$ cat src/rtl/sha256_pkg.sv
// Shared SHA-256 types, schedule FSM states and sigma helpers.
// Imported by the message-schedule reader and its word generator.
package sha256_pkg;

  typedef logic [31:0]  word_t;
  typedef logic [511:0] block_t;

  typedef enum logic {
    IDLE,
    STREAM
  } sched_state_e;

  localparam int SCHED_WINDOW = 16;

  // sigma0: ROTR7 ^ ROTR18 ^ SHR3
  function automatic word_t sigma0(input word_t x);
    return {x[6:0], x[31:7]} ^ {x[17:0], x[31:18]} ^ (x >> 3);
  endfunction

  // sigma1: ROTR17 ^ ROTR19 ^ SHR10
  function automatic word_t sigma1(input word_t x);
    return {x[16:0], x[31:17]} ^ {x[18:0], x[31:19]} ^ (x >> 10);
  endfunction

endpackage

$ cat src/rtl/schedule_word_gen.sv
// Combinational next-word generator for the SHA-256 schedule window.
// Produces W[t+16] from W[t], W[t+1], W[t+9], W[t+14].
module schedule_word_gen
  import sha256_pkg::*;
(
  input  logic [31:0] i_w0,
  input  logic [31:0] i_w1,
  input  logic [31:0] i_w9,
  input  logic [31:0] i_w14,
  output logic [31:0] o_wnext
);

  // Sum wraps naturally modulo 2^32.
  always_comb begin
    o_wnext = sigma1(i_w14) + i_w9 + sigma0(i_w1) + i_w0;
  end

endmodule

$ cat src/rtl/message_schedule_reader.sv
// Streams SHA-256 schedule words W[0..NUM_ROUNDS-1] from a 16-word window.
// Optional stall counter enabled by defining SCHED_STALL_CNT_EN.
module message_schedule_reader
  import sha256_pkg::*;
#(
  parameter int NUM_ROUNDS  = 64,
  parameter int STALL_CNT_W = 16
) (
  input  logic                   clk,
  input  logic                   n_rst,
  input  logic                   load,
  output logic                   load_ready,
  input  logic [511:0]           block,
  input  logic                   abort,
  output logic                   w_valid,
  input  logic                   w_ready,
  output logic [31:0]            w_data,
  output logic [5:0]             w_index,
`ifdef SCHED_STALL_CNT_EN
  output logic [STALL_CNT_W-1:0] stall_count,
`endif
  output logic                   done
);

  localparam logic [5:0] LAST_IDX = 6'(NUM_ROUNDS - 1);

  sched_state_e r_state;
  word_t        r_win [SCHED_WINDOW];
  logic [5:0]   r_idx;
  logic         r_done;

  logic  w_stream;
  logic  w_hs;
  logic  w_last;
  logic  w_ld_rdy;
  logic  w_ld_acc;
  word_t w_next;

  schedule_word_gen u_gen (
    .i_w0    (r_win[0]),
    .i_w1    (r_win[1]),
    .i_w9    (r_win[9]),
    .i_w14   (r_win[14]),
    .o_wnext (w_next)
  );

  // Handshake and load-acceptance qualifiers; abort blocks a load.
  always_comb begin
    w_stream = (r_state == STREAM);
    w_hs     = w_stream & w_ready;
    w_last   = (r_idx == LAST_IDX);
    w_ld_rdy = ~w_stream | (w_hs & w_last);
    w_ld_acc = load & w_ld_rdy & ~abort;
  end

  // Schedule FSM: window shift, index, done pulse and reload.
  always_ff @(posedge clk) begin
    if (n_rst) begin
      r_state <= IDLE;
      r_idx   <= '0;
      r_done  <= 1'b0;
      for (int i = 0; i < SCHED_WINDOW; i++) r_win[i] <= '0;
    end else begin
      r_done <= 1'b0;
      if (abort) begin
        r_state <= IDLE;
      end else begin
        if (w_hs) begin
          if (w_last) begin
            r_done  <= 1'b1;
            r_state <= IDLE;
          end else begin
            for (int i = 0; i < SCHED_WINDOW - 1; i++)
              r_win[i] <= r_win[i+1];
            r_win[SCHED_WINDOW-1] <= w_next;
            r_idx <= r_idx + 6'd1;
          end
        end
        if (w_ld_acc) begin
          for (int i = 0; i < SCHED_WINDOW; i++)
            r_win[i] <= block[511-32*i -: 32];
          r_idx   <= '0;
          r_state <= STREAM;
        end
      end
    end
  end

  assign load_ready = w_ld_rdy;
  assign w_valid    = w_stream;
  assign w_data     = r_win[0];
  assign w_index    = r_idx;
  assign done       = r_done;

`ifdef SCHED_STALL_CNT_EN
  logic [STALL_CNT_W-1:0] r_stall;

  // Saturating count of valid cycles the round engine refused.
  always_ff @(posedge clk) begin
    if (n_rst || w_ld_acc) begin
      r_stall <= '0;
    end else if (w_stream && !w_ready && !(&r_stall)) begin
      r_stall <= r_stall + 1'b1;
    end
  end

  assign stall_count = r_stall;
`endif

endmodule

$ cat config.mk
export PLATFORM = sky130hd
export DESIGN_NAME = message_schedule_reader
export DESIGN_NICKNAME = d
export VERILOG_FILES = /design/src/rtl/sha256_pkg.sv /design/src/rtl/schedule_word_gen.sv /design/src/rtl/message_schedule_reader.sv
export SDC_FILE = /design/constraint.sdc
export NUM_CORES = 1
export LEC_CHECK = 0
export ABC_CLOCK_PERIOD_IN_PS = 12600
export BUFFER_PORTS_ARGS = -buffer_cell sky130_fd_sc_hd__buf_2
export CAP_MARGIN = 5
export CORE_UTILIZATION = 55
export CTS_CLUSTER_DIAMETER = 200
export DETAILED_ROUTE_END_ITERATION = 10
export PLACE_DENSITY_LB_ADDON = 0.05
export SLEW_MARGIN = 20
export SYNTH_ARGS = -nofsm -noshare
export SYNTH_HDL_FRONTEND = slang
export SYNTH_SLANG_ARGS = --single-unit
$ cat constraint.sdc
create_clock -name clk -period 12.6 [get_ports clk]
set_input_delay 2.52 -clock clk [delete_from_list [all_inputs] [get_ports clk]]
set_output_delay 2.52 -clock clk [all_outputs]
set_load 0.005 [all_outputs]
==> results.tsv <==
stage	metric	value	unit
timing	crit share post-route	43.8	%
timing	Final Skew	0.0255	ns
synthesis	Top FF cell, synth	edfxtp_1	
critical_path	CP cell instances	buf_2 -> a21bo_2 -> buf_2	
synthesis	synth top area cells	edfxtp_1 60%, a22o_1 17%, fa_1 4.9%	
synthesis	largest family of logic cells by synthesized area	compound AO/OA/AOI/OAI gates	
synthesis	Synth Area in Adders	6.43	%
placement	cell count after placement	2817	
synthesis	most area-hungry cell type in the Yosys netlist	edfxtp_1	
critical_path	Crit Path Max Fanout	4	
layout	nets	2882	
power_and_ir_drop	static leakage	0.0127	uW
timing	setup TNS	0	ns
timing	fin crit period	5.52	ns
critical_path	Critical Path Source Type	input pin	
cts	CTS Hold Buffers Added	0	
placement	gpl congestion	0.968	
layout	final core occ	66.1	%
cts	CTS tree	yes	
cts	clock transition at the registers of the reported paths	0.06	ns
grt	first-pass GRT wire length	116	mm
layout	P&R area growth vs syn	18.1	%
synthesis	commonest cells in the netlist	512 x edfxtp_1, 486 x a22o_1, 146 x inv_1, 117 x xnor2_1, 62 x fa_1	
status	status	finished clean	
timing	Peak Freq	181	MHz
critical_path	max incr delay on CP	0.23	ns
cts	clk buf depth	3	
routing	DRT iter0 DRCs	1825	
cts	post-CTS setup buffer count	0	
job	# Max-Cap Violations	0	
critical_path	crit path kind	in2out	
floorplan	Initial Util	56.0	%
routing	vias per cell	6.06	
grt	overall routing resource usage	34.8	%
routing	wire per inst	28.3	um
power_and_ir_drop	Peak VDD IR	0.000134	V
synthesis	Avg Cell Area, Syn	14.2	um^2
layout	Layout fillers	3374	
synthesis	simple-gate area share of the yosys netlist	2.25	%
synthesis	part of the Yosys area used for sequential elements	60.9	%
routing	final WL	83.0	mm
grt	vias in the first global route	17300	
timing	worst slew pin tran	1.11	ns
synthesis	Synth Area in XOR/XNOR	5.12	%
timing	Final setup viols	0	
floorplan	Row Count	78	
cts	Clock Tree Root	clkbuf_16	
cts	clk sinks	520	
routing	DRT antenna net count	0	
critical_path	Worst path slowest cell	a21bo_2	
placement	Final HPWL DP	62.5	mm
cts	later-pin clock latency in the skew report	0.61	ns
timing	unrepaired setup endpoints after global routing	false	
cts	post-cts gate resize count	0	
power_and_ir_drop	pwr dens	215	nW/um^2
critical_path	crit end category	output pin	
critical_path	Worst Path Arrival	3.00	ns
routing	number of detailed-route iterations in the first pass	5	
grt	gr ovfl total	0	
timing	slew margin rel.	26.2	%
timing	final setup margin	7.08	ns
floorplan	die width	217	um
floorplan	IO Count	558	
grt	antenna violations before repair	25	
floorplan	core area	45600	um^2
routing	# DRC	0	
synthesis	compound-gate portion of the synthesized area	19.9	%
synthesis	most common cell in the synthesized netlist	edfxtp_1	
placement	pre-CTS setup slack	6.94	ns
synthesis	Synthesized Nets	2407	
cts	# H-tree levels	2	
routing	vias post-DR	17800	
power_and_ir_drop	Design Power	6460	uW
synthesis	number of synthesized flops with an enable pin	512	
synthesis	Mapped Area	25500	um^2
grt	largest net degree at the start of global routing	234	
synthesis	post-synth top area share	60.3	%
timing	max-slew violations	0	
timing	Fin. Hold Viols	0	
placement	I/O Buffers	557	
layout	layout cells sized above 1	28.7	%
synthesis	proportion of synthesized area in mux cells	0.123	%
min_path	Hold Path Class	reg2reg	
synthesis	Synth Warn #	0	
critical_path	cell repeated most along the worst path	buf_2	
floorplan	Die ar.	47200	um^2
layout	Layout Cells excl Fill	2929	
cts	CTS Buf Count	52	
floorplan	Die Y	217	um
synthesis	#FFs+latches synth	520	
synthesis	Synth cell types	55	
synthesis	Synth async-reset ratio	0	%
critical_path	required time worst endpoint	10.08	ns
synthesis	post-synthesis cell count	1796	
==> cell usage in the layout (no fill, tap or decap), types with 4 or more instances in the layout <==
master	count
o21ai_1	4
xnor2_1	117
buf_4	12
inv_1	146
o211ai_1	4
a21oi_1	34
buf_2	557
nand2_1	50
nand4_1	6
a21o_1	18
o21ai_0	36
o21a_1	4
xor2_1	32
nand3_1	7
ha_1	32
clkbuf_1	11
o31ai_1	4
fa_1	62
clkbuf_8	6
clkinv_2	6
nor3_1	5
dfxtp_1	8
clkbuf_16	52
nor2_1	19
clkinv_1	9
diode_2	19
edfxtp_1	512
a22o_1	486
==> worst paths after layout <==
kind / from / cells after the start / slack [ns] / to
setup / recovery: w_ready / 3 / 7.08 / load_ready
hold / removal: w_index[5]$_SDFFE_PP0P_ / 2 / 0.51 / w_index[5]$_SDFFE_PP0P_
setup reg to reg: r_win[0][472]$_DFFE_PP_ / 15 / 7.66 / r_win[0][498]$_DFFE_PP_
hold reg to reg: w_index[5]$_SDFFE_PP0P_ / 2 / 0.51 / w_index[5]$_SDFFE_PP0P_
==> per-stage QoR <==
step	instance area, um^2	hold WS [ns]
6_report	30100	0.514
5_1_grt	30100	0.540
4_1_cts	30100	0.511
3_5_place_dp	28400	0.501
3_3_place_gp	28400	0.486
2_1_floorplan	25500	0.487
==> logic make-up (layout without fill, tap and decap cells) <==
logic type	Yosys count	after routing
XOR/XNOR	149	149
AND/OR/NAND/NOR	117	117
AO/OA/AOI/OAI	616	616
adder cells (fa/ha/maj)	94	94
multiplexers	3	3
flip-flops	520	520
other	0	19
buffers and inverters	297	811
==> where the power goes <==
| group | switching, uW | total [uW] | internal (uW) |
|---|---|---|---|
| Clock | 655 | 1490 | 837 |
| Sequential | 162 | 2320 | 2160 |
| Combinational | 1690 | 2650 | 960 |
| Total | 2510 | 6460 | 3960 |
==> critical path, delay by kind of cell <==
kind / cells / cell delay, ns
compound gates: 1 / 0.23
buf+inv: 2 / 0.25
==> layout make-up <==
cell class | count | area [um^2] | area share, %
sequential | 520 | 15500 | 51.6
inverter | 146 | 548 | 1.82
clock inverter | 24 | 204 | 0.677
multi-input combinational | 979 | 8690 | 28.8
antenna | 19 | 47.5 | 0.158
clock buffer | 69 | 1430 | 4.73
timing repair buffer | 572 | 2930 | 9.72
tap | 600 | 751 | 2.49
==> sequential cells by signal, indices dropped and copies added, names as in the netlist <==
name / cells
r_win: 512
w_index: 6
done: 1
w_valid: 1
==> routing by layer <==
layer	vias to the layer above	GRT usage, %	part of all wire [%]
met3	163	8.04	9.8
li1	7875	-	-
met5	-	0	0.11
met4	14	14.6	4.3
met2	1000	57.4	48
met1	8698	44.3	37
(Power assumes the default switching activity.)
